**config.mk**
```make
export PLATFORM = sky130hd
export DESIGN_NAME = uart_tx_arbiter
export DESIGN_NICKNAME = d
export VERILOG_FILES = /design/src/rtl/uart_tx_arbiter.sv
export SDC_FILE = /design/constraint.sdc
export NUM_CORES = 1
export LEC_CHECK = 0
export ABC_AREA = 1
export ABC_CLOCK_PERIOD_IN_PS = 4900
export BUFFER_PORTS_ARGS = -buffer_cell sky130_fd_sc_hd__buf_2
export CORE_MARGIN = 4
export CORE_UTILIZATION = 45
export CTS_BUF_LIST = sky130_fd_sc_hd__clkbuf_8
export DETAILED_ROUTE_END_ITERATION = 8
export PLACE_DENSITY_LB_ADDON = 0.08
export SYNTH_ARGS = -nofsm -noshare
export SYNTH_HDL_FRONTEND = slang
export SYNTH_SLANG_ARGS = --single-unit
export TNS_END_PERCENT = 20
```
**constraint.sdc**
```tcl
create_clock -name clk_50m -period 4.9 [get_ports clk_50m]
set_clock_uncertainty 0.1 [all_clocks]
set_input_delay 0.49 -clock clk_50m [delete_from_list [all_inputs] [get_ports clk_50m]]
set_output_delay 0.49 -clock clk_50m [all_outputs]
set_load 0.05 [all_outputs]
```
**src/rtl/uart_tx_arbiter.sv**
```systemverilog
// uart_tx_arbiter: shares one uart transmitter among NUM_REQ byte-stream requesters.
//
// Round-robin arbitration with packet locking. The owner keeps the transmitter until its
// byte flagged last has finished shifting out. Two watchdogs abort a stuck transfer:
// the uart never raising tx_busy after wr_en, or the owner stalling mid-packet.
//
// Ports:
//   clk_50m       in   system clock
//   rst           in   asynchronous active-high reset
//   req_valid     in   [NUM_REQ]   per-requester byte valid
//   req_data      in   [8*NUM_REQ] byte for requester i at [8i+7:8i]
//   req_last      in   [NUM_REQ]   byte is the final byte of its packet
//   req_ready     out  [NUM_REQ]   byte accepted, one-cycle pulse to the owner only
//   uart_din      out  [8]         byte to the uart, registered and held while shifting
//   uart_wr_en    out  1           registered one-cycle write strobe to the uart
//   uart_tx_busy  in   1           uart is shifting a byte
//   grant         out  [NUM_REQ]   one-hot current owner, 0 when idle
//   lock_active   out  1           packet in progress
//   err_timeout   out  1           one-cycle pulse when either watchdog expires

module uart_tx_arbiter #(
    parameter int unsigned NUM_REQ      = 4,
    parameter int unsigned BUSY_TIMEOUT = 16,
    parameter int unsigned LOCK_TIMEOUT = 65535
) (
    input  logic                   clk_50m,
    input  logic                   rst,
    input  logic [NUM_REQ-1:0]     req_valid,
    input  logic [8*NUM_REQ-1:0]   req_data,
    input  logic [NUM_REQ-1:0]     req_last,
    output logic [NUM_REQ-1:0]     req_ready,
    output logic [7:0]             uart_din,
    output logic                   uart_wr_en,
    input  logic                   uart_tx_busy,
    output logic [NUM_REQ-1:0]     grant,
    output logic                   lock_active,
    output logic                   err_timeout
);

    localparam int unsigned PW = $clog2(NUM_REQ);
    localparam int unsigned BW = $clog2(BUSY_TIMEOUT + 1);
    localparam int unsigned LW = $clog2(LOCK_TIMEOUT + 1);

    typedef enum logic [2:0] {
        StIdle,
        StLoad,
        StWaitBusy,
        StWaitDone,
        StHold
    } state_t;

    state_t          state;
    logic [PW-1:0]   rr_ptr;
    logic [PW-1:0]   owner;
    logic            last_r;
    logic [BW-1:0]   busy_cnt;
    logic [LW-1:0]   lock_cnt;

    logic            pick_valid;
    logic [PW-1:0]   pick_idx;
    logic [PW-1:0]   cand;
    logic [PW-1:0]   next_ptr;
    logic [7:0]      sel_data;

    // Round-robin search starting at rr_ptr. The loop runs from the farthest candidate
    // down to rr_ptr itself so the nearest valid requester is written last and wins.
    always_comb begin
        pick_valid = 1'b0;
        pick_idx   = '0;
        cand       = '0;
        for (int k = int'(NUM_REQ) - 1; k >= 0; k--) begin
            cand = PW'((int'(rr_ptr) + k) % int'(NUM_REQ));
            if (req_valid[cand]) begin
                pick_valid = 1'b1;
                pick_idx   = cand;
            end
        end
    end

    assign next_ptr  = PW'((int'(owner) + 1) % int'(NUM_REQ));
    assign sel_data  = req_data[{owner, 3'b000} +: 8];

    // The only combinational output: the accept strobe coincides with the LOAD cycle.
    assign req_ready = (state == StLoad) ? grant : '0;

    always_ff @(posedge clk_50m or posedge rst) begin
        if (rst) begin
            state       <= StIdle;
            rr_ptr      <= '0;
            owner       <= '0;
            last_r      <= 1'b0;
            busy_cnt    <= '0;
            lock_cnt    <= '0;
            uart_din    <= 8'h00;
            uart_wr_en  <= 1'b0;
            grant       <= '0;
            lock_active <= 1'b0;
            err_timeout <= 1'b0;
        end else begin
            uart_wr_en  <= 1'b0;
            err_timeout <= 1'b0;
            unique case (state)
                StIdle: begin
                    if (pick_valid && !uart_tx_busy) begin
                        owner       <= pick_idx;
                        grant       <= NUM_REQ'(1) << pick_idx;
                        lock_active <= 1'b1;
                        state       <= StLoad;
                    end
                end
                StLoad: begin
                    uart_din   <= sel_data;
                    uart_wr_en <= 1'b1;
                    last_r     <= req_last[owner];
                    busy_cnt   <= '0;
                    state      <= StWaitBusy;
                end
                StWaitBusy: begin
                    // Expires BUSY_TIMEOUT+1 cycles after the wr_en strobe went high.
                    if (uart_tx_busy) begin
                        state <= StWaitDone;
                    end else if (busy_cnt == BW'(BUSY_TIMEOUT)) begin
                        err_timeout <= 1'b1;
                        grant       <= '0;
                        lock_active <= 1'b0;
                        rr_ptr      <= next_ptr;
                        state       <= StIdle;
                    end else begin
                        busy_cnt <= busy_cnt + BW'(1);
                    end
                end
                StWaitDone: begin
                    if (!uart_tx_busy) begin
                        if (last_r) begin
                            grant       <= '0;
                            lock_active <= 1'b0;
                            rr_ptr      <= next_ptr;
                            state       <= StIdle;
                        end else begin
                            lock_cnt <= '0;
                            state    <= StHold;
                        end
                    end
                end
                StHold: begin
                    // Only the owner is looked at; expiry after LOCK_TIMEOUT stalled cycles.
                    if (req_valid[owner]) begin
                        state <= StLoad;
                    end else if (lock_cnt == LW'(LOCK_TIMEOUT - 1)) begin
                        err_timeout <= 1'b1;
                        grant       <= '0;
                        lock_active <= 1'b0;
                        rr_ptr      <= next_ptr;
                        state       <= StIdle;
                    end else begin
                        lock_cnt <= lock_cnt + LW'(1);
                    end
                end
                default: state <= StIdle;
            endcase
        end
    end

endmodule

```
==> results.json <==
{
  "status": "finished clean",
  "fill_cells": 611,
  "hold_class": "primary input to async pin",
  "maxSlewViolCount": 0,
  "grt_pass1_wl_mm": 11.7,
  "worst_pin_slew_ns": 0.770,
  "grt_usage_pct": 19.1,
  "crit_type": "register to output pin",
  "clockBufferDepth": 2,
  "relSlewSlack_pct": 48.4,
  "ys_warn_count": 0,
  "powerDensity_mw_per_mm2": 563,
  "drt_iter0_drc": 138,
  "startpoint": "state[0]",
  "clk_pin_slew_ns": 0.08,
  "synthTopCellsByArea": "dfrtp_1, nand2_1, nor2_1, o21ai_0, inv_1",
  "use_met2_pct": 30.0,
  "worst_r2r_endpoint": "lock_cnt[2]",
  "die_width_um": 87.7,
  "ys_seq_area_share_pct": 38.5,
  "crit_required_ns": 4.31,
  "drive_gt1_share_pct": 19.5,
  "syn2layout_area_growth_pct": 15.2,
  "cts_resized": 0,
  "async_reset_ff_share_pct": 100,
  "vias": 2762,
  "initial_core_util_pct": 47.2,
  "critPathArrivalTime_ns": 2.20,
  "cts_setup_buffers": 0,
  "max_cap_viol_count": 0,
  "routedWlPerCell_um": 12.3,
  "antenna_found_initial": 0,
  "rrSetupSlack_ns": 2.57,
  "yosysTopAreaCellShare_pct": 38.5,
  "synth_nets": 465,
  "critPathMaxFanout": 17,
  "endpoint_kind": "output pin",
  "yosysUniqueCellTypes": 29,
  "fin_crit_ns": 2.79,
  "gp_congestion": 0.856,
  "h-tree-depth": 2,
  "cts_hold_buf": 0,
  "clk_latency_ns": 0.30,
  "antennaDiodeCount": 0,
  "vias_per_cell": 5.00,
  "cts_tree": "built",
  "die_area_mm2": 0.00770,
  "grt_pass1_vias": 2641,
  "cp-start-kind": "register",
  "synth.largest_area_cell": "dfrtp_1",
  "die_h_um": 87.7,
  "finalHoldViolations": 0,
  "fmax_mhz": 358,
  "coreArea_mm2": 0.00606,
  "ant_nets": 0,
  "fin_setup_tns_ns": 0,
  "ioPinCount": 62,
  "syn-cell-area_mm2": 0.00286,
  "routed_wl_mm": 6.80,
  "grtUsageMet3_pct": 3.57,
  "grt-ovfl-total": 0,
  "leakagePower_nw": 1.72,
  "clock-sinks": 44,
  "drt_first_pass_iters": 5,
  "port_buffers": 61,
  "reg2reg_depth": 10,
  "rows": 28,
  "fin_crit_sh_pct": 56.9,
  "cts_made_buffers": 5,
  "gr-max-usage-layer": "met2",
  "grt_use_met1_pct": 26.8,
  "hpwl_mm": 5.17,
  "ir_drop_mv": 0.404,
  "rsz0062_at_grt": "false",
  "ys.flop_type": "dfrtp_1",
  "grt_max_degree": 45,
  "synth_area_per_cell_um2": 6.85,
  "drc_errors": 0,
  "postLayoutCoreUtil_pct": 54.4,
  "synth_edf_count": 0,
  "final_common_cell": "nand2_1",
  "r2r_start": "owner[0]",
  "final_cell_mix": "nand2_1, buf_2, nor2_1",
  "synth_seq_cells": 44,
  "synth_cells": 418,
  "setup_viol": 0,
  "fin_nets": 523,
  "root_buffer": "clkbuf_8"
}
-- Yosys cell counts (2+ instances only) --
cell / number
nand2_1: 149
nor2_1: 56
dfrtp_1: 44
inv_1: 31
o21ai_0: 30
nand3_1: 23
xor2_1: 12
o22ai_1: 9
clkbuf_1: 7
nor3_1: 7
a21oi_1: 6
inv_2: 6
nand4_1: 5
ha_1: 4
nand2_2: 4
nand3_2: 4
o21ai_1: 3
buf_4: 2
buf_6: 2
nand3b_1: 2
nor2_2: 2
nor2_4: 2
xnor2_1: 2
-- registers in the layout, indices dropped and copies added, names as in the netlist --
name / count
state: 3
grant: 4
last_r: 1
owner: 2
rr_ptr: 2
busy_cnt: 5
err_timeout: 1
uart_din: 8
lock_cnt: 16
lock_active: 1
uart_wr_en: 1
-- worst max-delay path: stages (launching register included) --
cell and delay (ns):
dfrtp_1 0.45, inv_1 0.08, nor3_2 0.59, inv_2 0.33, nor2_1 0.17, buf_2 0.28
-- worst max-delay path by stage --
stage / end / slack, ns / cells past startpoint
2_1_floorplan: req_ready[0] / 2.66 / 5
3_3_place_gp: req_ready[0] / 2.42 / 5
3_5_place_dp: req_ready[0] / 2.41 / 5
4_1_cts: req_ready[0] / 2.07 / 5
5_1_grt: req_ready[1] / 1.86 / 5
6_report: req_ready[0] / 2.11 / 5
-- cells by family after synthesis --
group	synth area share, %
simple gates	38.7
flops	38.5
fa+ha+maj	1.75
compound gates	9.49
buf+inv	7.30
xor+xnor	4.29
-- where the power goes --
part / switching (mW) / internal, mW
clock network: 0.122 / 0.113
logic: 0.733 / 0.296
registers: 0.125 / 0.468
total: 0.980 / 0.876
-- area by class of cell --
type                    instances  area (µm²)  area share, %
well taps                      75        93.8           2.85
flip-flops and latches         44        1100           33.4
clock buffers                   6        82.6           2.50
clock inverters                 2        10.0          0.304
inverters                      38         145           4.40
multi-input cells             325        1550           47.1
repair buffers                 62         313           9.49
-- through the flow --
stage               setup WS, ns  hold WS, ns  instances  area [µm²]  power (mW)
floorplan                   2.66        0.350        418        2860        1.42
global placement            2.42        0.354        544        3200        1.62
detailed placement          2.41        0.353        544        3200        1.64
CTS                         2.07        0.231        552        3300        1.88
global route                1.86        0.279        552        3300        2.04
finish                      2.11        0.218        552        3300        1.86
-- routing by layer --
| layer | part of all wire (%) | vias to the layer above | routed length, µm |
|---|---|---|---|
| met5 | 0 | - | 0 |
| met4 | 0.93 | 0 | 63 |
| met3 | 5.9 | 6 | 400 |
| met2 | 43 | 68 | 2950 |
| met1 | 50 | 1245 | 3380 |
| li1 | - | 1443 | - |
No activity file was read; power rests on OpenSTA's default activity.
